`src/rtl/wheel_state_store.sv`:
```
// wheel_state_store: shadow-buffered wheel node/velocity store sequencing launch, collect and commit (optional macro WHEEL_FRAME_COUNT_EN adds a committed-frame counter)
module wheel_state_store #(
  parameter int POSITION_SIZE = 17,
  parameter int VELOCITY_SIZE = 12,
  parameter int NUM_NODES = 4
) (
  input  logic                            clk_in,
  input  logic                            rst_in,
  input  logic                            init_in,
  input  logic signed [POSITION_SIZE-1:0] init_nodes [1:0][NUM_NODES],
  input  logic                            run_en,
  input  logic signed [POSITION_SIZE-1:0] node_in_x,
  input  logic signed [POSITION_SIZE-1:0] node_in_y,
  input  logic                            node_in_valid,
  input  logic signed [VELOCITY_SIZE-1:0] velocity_in_x,
  input  logic signed [VELOCITY_SIZE-1:0] velocity_in_y,
  input  logic                            velocity_in_valid,
  input  logic                            result_in,
  output logic signed [POSITION_SIZE-1:0] nodes_out [1:0][NUM_NODES],
  output logic signed [VELOCITY_SIZE-1:0] velocities_out [1:0][NUM_NODES],
  output logic                            begin_out,
  output logic                            busy_out,
  output logic                            frame_error_out,
  output logic [15:0]                     frame_count_out
);
  localparam int CW = $clog2(NUM_NODES + 1);
  localparam logic [CW-1:0] FULL = CW'(NUM_NODES);
  typedef enum logic [1:0] {IDLE, LAUNCH, COLLECT, COMMIT} state_t;
  state_t state_q, state_d;
  logic [CW-1:0] node_cnt_q, node_cnt_d, vel_cnt_q, vel_cnt_d;
  logic signed [POSITION_SIZE-1:0] shadow_nodes_q [1:0][NUM_NODES];
  logic signed [POSITION_SIZE-1:0] shadow_nodes_d [1:0][NUM_NODES];
  logic signed [VELOCITY_SIZE-1:0] shadow_vels_q [1:0][NUM_NODES];
  logic signed [VELOCITY_SIZE-1:0] shadow_vels_d [1:0][NUM_NODES];
  logic signed [POSITION_SIZE-1:0] nodes_q [1:0][NUM_NODES];
  logic signed [POSITION_SIZE-1:0] nodes_d [1:0][NUM_NODES];
  logic signed [VELOCITY_SIZE-1:0] vels_q [1:0][NUM_NODES];
  logic signed [VELOCITY_SIZE-1:0] vels_d [1:0][NUM_NODES];
  logic begin_q, begin_d, err_q, err_d;
  logic node_acc, vel_acc;
  // next state: init aborts anything; in COLLECT fill the shadow and judge completeness including this cycle's samples
  always_comb begin
    state_d = state_q;
    node_cnt_d = node_cnt_q;
    vel_cnt_d = vel_cnt_q;
    shadow_nodes_d = shadow_nodes_q;
    shadow_vels_d = shadow_vels_q;
    nodes_d = nodes_q;
    vels_d = vels_q;
    err_d = err_q;
    begin_d = 1'b0;
    node_acc = 1'b0;
    vel_acc = 1'b0;
    if (init_in) begin
      state_d = LAUNCH;
      nodes_d = init_nodes;
      vels_d = '{default: '0};
      node_cnt_d = '0;
      vel_cnt_d = '0;
    end else begin
      unique case (state_q)
        IDLE: state_d = IDLE;
        LAUNCH: begin
          begin_d = 1'b1;
          node_cnt_d = '0;
          vel_cnt_d = '0;
          state_d = COLLECT;
        end
        COLLECT: begin
          node_acc = node_in_valid && node_cnt_q != FULL;
          vel_acc = velocity_in_valid && vel_cnt_q != FULL;
          err_d = err_q | (node_in_valid & ~node_acc) | (velocity_in_valid & ~vel_acc);
          node_cnt_d = node_cnt_q + CW'(node_acc);
          vel_cnt_d = vel_cnt_q + CW'(vel_acc);
          for (int i = 0; i < NUM_NODES; i++) begin
            if (node_acc && node_cnt_q == CW'(i)) begin
              shadow_nodes_d[0][i] = node_in_x;
              shadow_nodes_d[1][i] = node_in_y;
            end
            if (vel_acc && vel_cnt_q == CW'(i)) begin
              shadow_vels_d[0][i] = velocity_in_x;
              shadow_vels_d[1][i] = velocity_in_y;
            end
          end
          if (result_in) begin
            state_d = (node_cnt_d == FULL && vel_cnt_d == FULL) ? COMMIT : LAUNCH;
            err_d = err_d | (node_cnt_d != FULL) | (vel_cnt_d != FULL);
          end
        end
        COMMIT: begin
          nodes_d = shadow_nodes_q;
          vels_d = shadow_vels_q;
          state_d = run_en ? LAUNCH : IDLE;
        end
        default: state_d = IDLE;
      endcase
    end
  end
  // state and data registers with synchronous reset taking priority over init
  always_ff @(posedge clk_in) begin
    if (rst_in) begin
      state_q <= IDLE;
      node_cnt_q <= '0;
      vel_cnt_q <= '0;
      shadow_nodes_q <= '{default: '0};
      shadow_vels_q <= '{default: '0};
      nodes_q <= '{default: '0};
      vels_q <= '{default: '0};
      err_q <= 1'b0;
      begin_q <= 1'b0;
    end else begin
      state_q <= state_d;
      node_cnt_q <= node_cnt_d;
      vel_cnt_q <= vel_cnt_d;
      shadow_nodes_q <= shadow_nodes_d;
      shadow_vels_q <= shadow_vels_d;
      nodes_q <= nodes_d;
      vels_q <= vels_d;
      err_q <= err_d;
      begin_q <= begin_d;
    end
  end
  assign nodes_out = nodes_q;
  assign velocities_out = vels_q;
  assign begin_out = begin_q;
  assign busy_out = state_q != IDLE;
  assign frame_error_out = err_q;
`ifdef WHEEL_FRAME_COUNT_EN
  logic [15:0] frame_count_q, frame_count_d;
  // count only commits that land; an init in COMMIT cancels the copy and the count
  always_comb frame_count_d = (state_q == COMMIT && !init_in) ? frame_count_q + 16'd1 : frame_count_q;
  // frame counter register, wraps naturally at 16 bits
  always_ff @(posedge clk_in) frame_count_q <= rst_in ? '0 : frame_count_d;
  assign frame_count_out = frame_count_q;
`else
  assign frame_count_out = '0;
`endif
endmodule

```
`config.mk`:
```
export PLATFORM = sky130hd
export DESIGN_NAME = wheel_state_store
export DESIGN_NICKNAME = d
export VERILOG_FILES = /design/src/rtl/wheel_state_store.sv
export SDC_FILE = /design/constraint.sdc
export NUM_CORES = 1
export LEC_CHECK = 0
export ABC_CLOCK_PERIOD_IN_PS = 3350
export CELL_PAD_IN_SITES_DETAIL_PLACEMENT = 1
export CELL_PAD_IN_SITES_GLOBAL_PLACEMENT = 1
export CORE_ASPECT_RATIO = 0.8
export CORE_MARGIN = 10
export CORE_UTILIZATION = 38
export CTS_CLUSTER_DIAMETER = 120
export CTS_CLUSTER_SIZE = 20
export DETAILED_ROUTE_END_ITERATION = 10
export GPL_ROUTABILITY_DRIVEN = 0
export PLACE_DENSITY_LB_ADDON = 0.1
export REMOVE_ABC_BUFFERS = 1
export SYNTH_ARGS = -nofsm -noshare
export SYNTH_HDL_FRONTEND = slang
export SYNTH_SLANG_ARGS = --single-unit
export TNS_END_PERCENT = 20
```
`constraint.sdc`:
```
create_clock -name clk_in -period 3.35 [get_ports clk_in]
set_input_delay 0.335 -clock clk_in [delete_from_list [all_inputs] [get_ports clk_in]]
set_output_delay 0.335 -clock clk_in [all_outputs]
set_load 0.01 [all_outputs]
```
Yosys cells after proc, flatten, opt, wreduce, memory -nomap -nowiden
Cells that the tools add are included.
- add/subtract/negate cells: 2
- equal/unequal tests: 17
- mux-type cells: 11
- bitwise gates (word level): 9
- reductions and logical operators: 27
- operators with widths (cell ; number):
    two-way mux 136 bit ; 2
    AND reduction 3 bit ; 8
    != test 3 bit, second input constant ; 5
    == test 3 x 2 -> 1 bit, second input constant ; 4
    one-hot mux 3 bit (2 select lines) ; 2
    logical AND 1 bit ; 11
    one-hot mux 2 bit (4 select lines) ; 1
    adder 3 x 1 -> 3 bit ; 2
    == test 3 x 1 -> 1 bit, second input constant ; 2
    == test 3 bit, second input constant ; 2
    zero test 3 bit ; 2
    nonzero test 2 bit ; 3
    == test 2 bit, second input constant ; 2
    two-way mux 1 bit ; 4
    two-way mux 2 bit ; 2
    bitwise OR 1 bit ; 4
    inverter 1 bit ; 3
    bitwise AND 1 bit ; 2
    == test 2 x 1 -> 1 bit, second input constant ; 1
    zero test 2 bit ; 1
    != test 2 bit, second input constant ; 1
    AND reduction 2 bit ; 1
    OR reduction 2 bit ; 1
- bits in registers: 474
- output and inout port bits: 251
- word-level logic and storage cells: 104

Depth between registers and ports, before layout
Gate-level depths: netlist of run 1.
- word-level depth: 9
- depth in mapped cells: 9
- gate-level depth less buffers: 7

Worst setup path after synthesis of run 1
OpenSTA, ideal clock, no wires.
- path kind: register to register
- start point: register vel_cnt_q[0]
- end point: register err_q (netlist: frame_error_out)
- setup time: 0.122 ns
- data arrival time: 2.303 ns
- required time: 3.228 ns
- path slack: 0.925 ns
- cell stages (with the launch flop): 10
- path buffers: 2
- cells stage by stage: dfxtp_1 > clkbuf_2 > nor2_1 > clkbuf_1 > a21boi_0 > ha_1 > ha_1 > nor4_1 > a31oi_1 > a221o_1
- cells in the longest elaborated chain, start to end: 8
- RTL lines (item ; line ; RTL):
    start, declared ; 30 ; logic [CW-1:0] node_cnt_q, node_cnt_d, vel_cnt_q, vel_cnt_d;
    start signal, assigned ; 114 ; vel_cnt_q <= vel_cnt_d;
    parallel branches: the longest is 7 deep, another holds adder 3 x 1 -> 3 bit ; -- ;
    two-way mux 1 bit * ; 85 ; if (result_in) begin
    end signal, assigned ; 119 ; err_q <= err_d;
    end, declared ; 39 ; logic begin_q, begin_d, err_q, err_d;
Every way passes the cells marked *.
A chain may end at the register's enable or synchronous reset.

Worst setup path in the final report of run 1
- start point: register state_q[1]
- end point: register shadow_nodes_q[91] (netlist bit)
- cells in the longest elaborated chain, start to end: 2
- RTL lines (item ; line ; RTL):
    start, declared ; 29 ; state_t state_q, state_d;
    start signal, assigned ; 112 ; state_q <= state_d;
    == test 2 bit ; 61 ; unique case (state_q)
    AND reduction 3 bit (no source line) ; -- ;
    end signal, assigned ; 115 ; shadow_nodes_q <= shadow_nodes_d;
    end, declared ; 31 ; logic signed [POSITION_SIZE-1:0] shadow_nodes_q [1:0][NUM_NODES];
No other way between the ends.

==> run_results.csv, run 1 <==
group,metric,value,unit
run_status,status,"finished clean",
floorplan,pin_count,452,
final_layout,multi_input_area,0.009029,mm^2
clock_tree,post_cts_buffers,0,
synthesis,synth_compound_area_share,7.703,%
critical_path,crit_path_cell_trace,"ha_1 -> nor4bb_4 -> buf_4 -> nand3_1 -> a21oi_1",
timing,rsz0062_at_grt,"false",
power,p_leak,9.052,nW
synthesis,synthCells,1974,
clock_tree,cts_root_buf,"clkbuf_16",
final_layout,fin_area,0.02471,mm^2
floorplan,core_area,0.05005,mm^2
synthesis,synth-adder-area-share,0.5174,%
synthesis,synth_edf_count,0,
final_layout,syn_to_final_growth,27.73,%
timing,hold_viol_final,0,
synthesis,netlist_area,0.01934,mm^2
timing,relSlewSlack,26.05,%
synthesis,ys_ff_latch,474,
global_route,antenna_found_initial,9,
synthesis,synth_common_cells,"474 x dfxtp_1, 324 x mux2i_1, 239 x nor2_1, 136 x mux2_2, 128 x nand2_1",
synthesis,yosys.area.top_type,"dfxtp_1",
timing,fin_crit,2.662,ns
synthesis,async_flop_share,0,%
clock_tree,cts_tree,"yes",
floorplan,die-width,272.3,um
critical_path,critPathKind,"flop to flop",
final_layout,drive_above_1_share,10.22,%
run,drv_cap,0,
synthesis,synth_top_area_share,49.05,%
drt,drc_errors,0,
timing,finalSetupViolations,0,
clock_tree,hold_buffers,0,
timing,drv_slew,0,
placement,dp_slack,0.7443,ns
critical_path,critPathMaxStageDelay,0.71,ns
floorplan,start_util,38.65,%
critical_path,cp-end-kind,"flop",
global_route,grt_usage,21.57,%
clock_tree,ctsLongestPathBuffers,3,
floorplan,rows,73,
timing,setup_slack,0.6882,ns
clock_tree,clk_pin_slew,0.09,ns
synthesis,synth_xor_area_share,0.09055,%
floorplan,die_h,221.8,um
final_layout,nFillCells,5543,
global_route,grt_pass1_wl,103300,um
timing,fmax,375.7,MHz
placement,io_buffers,435,
global_route,grt_max_degree,185,
synthesis,synthSimpleGateAreaFrac,12.94,%
global_route,grt_pass1_vias,16538,
synthesis,yosys.cell_count.top_type,"dfxtp_1",
critical_path,crit_path_top_delay_cell,"buf_4",
synthesis,synth_top_flop_cell,"dfxtp_1",
clock_tree,h-tree-depth,1,
global_route,grt_remaining_overflow,0,
synthesis,synth_warnings,0,
drt,vias_per_cell,5.202,
clock_tree,cts_resized,0,
synthesis,avgSynthCellArea,9.800,um^2
placement,dp_cells,2937,
critical_path,crit_buf_inv,1,
drt,firstDrtPassIters,5,
drt,finalWirelength,68480,um
critical_path,critPathLaunchType,"flop",
timing,fin_skew,0.02852,ns
critical_path,crit_path_max_fanout,68,
drt,detail-route-antenna-nets,0,
final_layout,nets,2500,
floorplan,die_area,0.06039,mm^2
synthesis,synth_area_leaders,"dfxtp_1 49%, mux2i_1 17%, mux2_2 7.9%",
power,ir_drop,0.3297,mV
placement,dp_hpwl,46680,um
drt,routedWlPerCell,23.05,um
final_layout,stdcell_count,2971,
critical_path,cp_data_arrival_time,3.14,ns
synthesis,synth.distinct_cells,45,
synthesis,synth_top_family_by_area,"multiplexers",
final_layout,ff_latch_area,0.009489,mm^2
hold_path,hp-class,"primary input to flop",
timing,fin_crit_sh,79.46,%
power,power_density,411.8,mW/mm^2
clock_tree,cts_made_buffers,27,
clock_tree,clock-sinks,474,
drt,vias,15456,
placement,post_dp_cell_area,0.02401,mm^2
critical_path,required,3.83,ns
drt,drt_iter0_markers,831,
synthesis,ys_seq_area_share,49.05,%
critical_path,critical-path-top-delay-family,"buffers and inverters",
synthesis,muxShareOfSynthArea,24.68,%
timing,tightest_slew,1.109,ns
clock_tree,clk_latency,0.58,ns
## routing by layer
metal	global-route usage, %	part of all wire (%)
met5	0	0.039
met4	5.654	2.4
met3	4.753	5.2
met2	37.06	48
met1	26.77	44
## power breakdown
| group | internal, mW | total, mW | switching [mW] | leakage, nW |
|---|---|---|---|---|
| registers | 5.73 | 5.79 | 0.0559 | 3.84 |
| logic | 0.570 | 1.06 | 0.485 | 4.87 |
| clock network | 1.44 | 3.33 | 1.89 | 0.337 |
| total | 7.74 | 10.2 | 2.44 | 9.05 |
## flip-flops by register name, summed over array words and instances (netlist names)
| register | count |
|---|---|
| nodes_out | 136 |
| shadow_nodes_q | 136 |
| shadow_vels_q | 96 |
| velocities_out | 96 |
| node_cnt_q | 3 |
| vel_cnt_q | 3 |
| state_q | 2 |
| begin_out | 1 |
| frame_error_out | 1 |
## cell type report
class | count | share of cell area [%]
Multi-Input combinational cell | 1321 | 36.54
Timing Repair Buffer | 461 | 18.70
Clock buffer | 27 | 2.734
Sequential cell | 474 | 38.40
Tap cell | 675 | 3.418
Inverter | 6 | 0.1114
Clock inverter | 1 | 0.03544
Antenna cell | 6 | 0.06076
## layout by cell type (no fill, tap or decap), types with 4 or more instances in the layout
| cell type | count |
|---|---|
| dfxtp_1 | 474 |
| clkdlybuf4s50_1 | 433 |
| mux2i_1 | 324 |
| nor2_1 | 237 |
| mux2_2 | 136 |
| nand2_1 | 128 |
| a21oi_1 | 119 |
| nand3_1 | 117 |
| o21ai_0 | 109 |
| clkbuf_16 | 27 |
| nand2b_1 | 26 |
| nor3_1 | 24 |
| a31o_2 | 24 |
| buf_4 | 21 |
| conb_1 | 16 |
| o21ai_1 | 9 |
| ha_1 | 7 |
| diode_2 | 6 |
| a22oi_1 | 5 |
| inv_1 | 5 |
| buf_12 | 5 |
| nor2b_1 | 4 |
## worst paths after layout
| kind | from | to | slack [ns] | cells after the start |
|---|---|---|---|---|
| max reg2reg | state_q[1] | shadow_nodes_q[91] | 0.69 | 5 |
| min | rst_in | nodes_out[45] | 0.10 | 2 |
| min reg2reg | shadow_nodes_q[43] | shadow_nodes_q[43] | 0.46 | 2 |
| max | state_q[1] | shadow_nodes_q[91] | 0.69 | 5 |
## logic make-up after synthesis
family / count (synthesis)
buffers and inverters: 194
adder cells (fa/ha/maj): 8
AND/OR/NAND/NOR: 562
other: 1
flip-flops: 474
AO/OA/AOI/OAI: 273
multiplexers: 460
XOR/XNOR: 2
## stage by stage
stage               power [mW]  hold WS, ns  utilization, %  TNS (ns)
floorplan                6.287       0.4041               -  -1406.98
global placement         6.955       0.4417           47.97         0
detailed placement       6.982       0.4472           47.97         0
CTS                      10.31      0.08774           49.34         0
global route             10.59      0.09376           49.36         0
finish                   10.18       0.1037           49.37         0
Power figures use the tool's default switching activity.
==> run 2: changes to the inputs <==
Settings changed: ABC_CLOCK_PERIOD_IN_PS 3350 to 2300, CORE_UTILIZATION 38 to 34.
Clock period 3.35 ns to 2.3 ns, I/O delays scaled along.
==> run 2 against run 1 <==
First-iteration DRC count shrank 21%. Sequential power grew 46%. Power increased by 46%. Worst setup slack worse by 0.57 ns. Cell area rose by 1.9%. Die area up 11%. Hold slack lost 0.069 ns. Critical path depth is the same. Sequential share of layout area is 0.70 points lower. Via count increased by 1.4%. Critical endpoint is now busy_out.
==> run_results.csv, run 2 (synthesis results as in run 1) <==
group,metric,value,unit
global_route,grt_pass1_wl,103600,um
global_route,grt_usage,19.73,%
floorplan,die_h,233.3,um
final_layout,syn_to_final_growth,30.11,%
power,power,14.89,mW
critical_path,crit_buf_inv,4,
final_layout,fin_area,0.02517,mm^2
power,ir_drop,0.4713,mV
placement,post_dp_cell_area,0.02445,mm^2
critical_path,r2r_slack,0.25,ns
timing,tightest_slew,0.9270,ns
final_layout,drive_above_1_share,11.47,%
global_route,antenna_found_initial,7,
clock_tree,cts_tree,"yes",
clock_tree,cts_made_buffers,27,
floorplan,rows,78,
critical_path,crit_path_top_delay_cell,"clkdlybuf4s50_1",
floorplan,pin_count,452,
placement,dp_hpwl,48280,um
final_layout,final_cell_mix,"473 x dfxtp_1, 433 x clkdlybuf4s50_1, 324 x mux2i_1",
clock_tree,ctsLongestPathBuffers,3,
clock_tree,clk_pin_slew,0.09,ns
floorplan,die-width,286.7,um
clock_tree,clock-sinks,474,
critical_path,crit_path_cell_trace,"buf_4 -> inv_1 -> ha_1 -> inv_1 -> clkdlybuf4s50_1",
drt,vias_per_cell,5.080,
critical_path,cp-end-kind,"primary output",
critical_path,worstReg2RegStart,"state_q[0]",
power,power_density,591.5,mW/mm^2
critical_path,crit_top_cell,"inv_1",
drt,firstDrtPassIters,4,
final_layout,layout_commonest_cell,"dfxtp_1",
clock_tree,clk_latency,0.58,ns
drt,routedWlPerCell,22.59,um
drt,drc_errors,0,
timing,fin_skew,0.02033,ns
final_layout,nets,2530,
timing,hold_viol_final,0,
timing,fmax,458.2,MHz
drt,detail-route-antenna-nets,0,
run_status,status,"finished clean",
critical_path,critPathMaxStageDelay,0.55,ns
power,p_leak,9.243,nW
timing,fin_crit_sh,94.90,%
clock_tree,cts_root_buf,"clkbuf_16",
timing,drv_slew,0,
critical_path,cp_data_arrival_time,1.95,ns
clock_tree,post_cts_buffers,0,
critical_path,required,2.07,ns
critical_path,startpoint,"state_q[1]",
critical_path,crit_path_max_fanout,5,
drt,vias,15666,
critical_path,critical-path-top-delay-family,"buffers and inverters",
drt,drt_iter0_markers,658,
clock_tree,h-tree-depth,1,
timing,relSlewSlack,38.20,%
drt,finalWirelength,69670,um
critical_path,critPathLaunchType,"flop",
global_route,grt_remaining_overflow,0,
timing,finalSetupViolations,0,
floorplan,die_area,0.06690,mm^2
global_route,grt_max_degree,106,
critical_path,crit_end,"busy_out",
timing,rsz0062_at_grt,"false",
critical_path,reg2reg_to,"shadow_nodes_q[3]",
final_layout,nFillCells,6240,
run,drv_cap,0,
critical_path,reg2reg_depth,6,
placement,io_buffers,435,
critical_path,path_depth,5,
timing,fin_crit,2.183,ns
critical_path,critPathKind,"flop to primary output",
global_route,grt_pass1_vias,16473,
timing,holdWs,0.03454,ns
hold_path,hp-class,"primary input to flop",
floorplan,start_util,34.23,%
floorplan,core_area,0.05651,mm^2
==> run 2: through the flow <==
stage               util, %  worst slack [ns]  std cells  TNS (ns)
finish                44.54            0.1174       3084         0
global route          44.54           0.01002       3082         0
CTS                   44.51           0.02138       3080         0
detailed placement    43.27           0.07966       3051         0
global placement      43.27           0.07945       3051         0
floorplan                 -            -6.622       1801  -1797.16
==> run 2: worst min path at each step <==
stage / to / start / slack [ns] / cells after the start
3_5_place_dp: shadow_nodes_q[108] / shadow_nodes_q[108] / 0.45 / 2
6_report: nodes_out[39] / init_in / 0.03 / 3
3_3_place_gp: shadow_nodes_q[107] / shadow_nodes_q[107] / 0.44 / 2
2_1_floorplan: shadow_nodes_q[100] / rst_in / 0.30 / 1
4_1_cts: nodes_out[39] / init_in / 0.002 / 3
5_1_grt: nodes_out[39] / init_in / 0.03 / 3
==> run 2: routing by layer <==
layer / share of wire (%) / GRT usage (%) / vias up
li1: - / - / 7433
met1: 44 / 24.90 / 7885
met2: 50 / 34.38 / 272
met3: 4.9 / 4.031 / 70
met4: 1.8 / 4.025 / 6
met5: 0.055 / 0 / -
==> run 2: worst reg2reg max path, stage by stage (launching register included) <==
cell and delay, ns:
dfxtp_2 0.36, inv_1 0.14, ha_2 0.35, nor4bb_4 0.35, nand3_2 0.13, buf_4 0.33, mux2i_1 0.25
==> run 2: area by class of cell <==
class,count,area (um^2),area share [%]
clock inverter,1,8.758,0.03480
tap,760,950.9,3.778
sequential,474,9490,37.70
inverter,6,27.53,0.1094
clock buffer,27,675.6,2.684
multi-input combinational,1321,9030,35.88
timing repair buffer,491,4977,19.77
antenna,4,10.01,0.03977
==> run 2: report_power, final <==
group	internal, mW	total [mW]	leakage [nW]	switching [mW]
Sequential	8.35	8.43	3.84	0.0803
Combinational	0.853	1.56	5.06	0.711
Clock	2.09	4.90	0.337	2.80
==> run 2: timing repair <==
item / in CTS / in global routing
hold buffers: 1 / 0
pin swaps: 0 / 0
hold endpoints to repair: 8 / 0
setup endpoints to repair: 1 / 52
resized for setup: 1 / 3
==> run 3: changes to the inputs <==
Settings changed: SETUP_SLACK_MARGIN set to 0.05.
==> results of run 3 <==
The final DEF is identical to that of run 2. Status: finished clean.
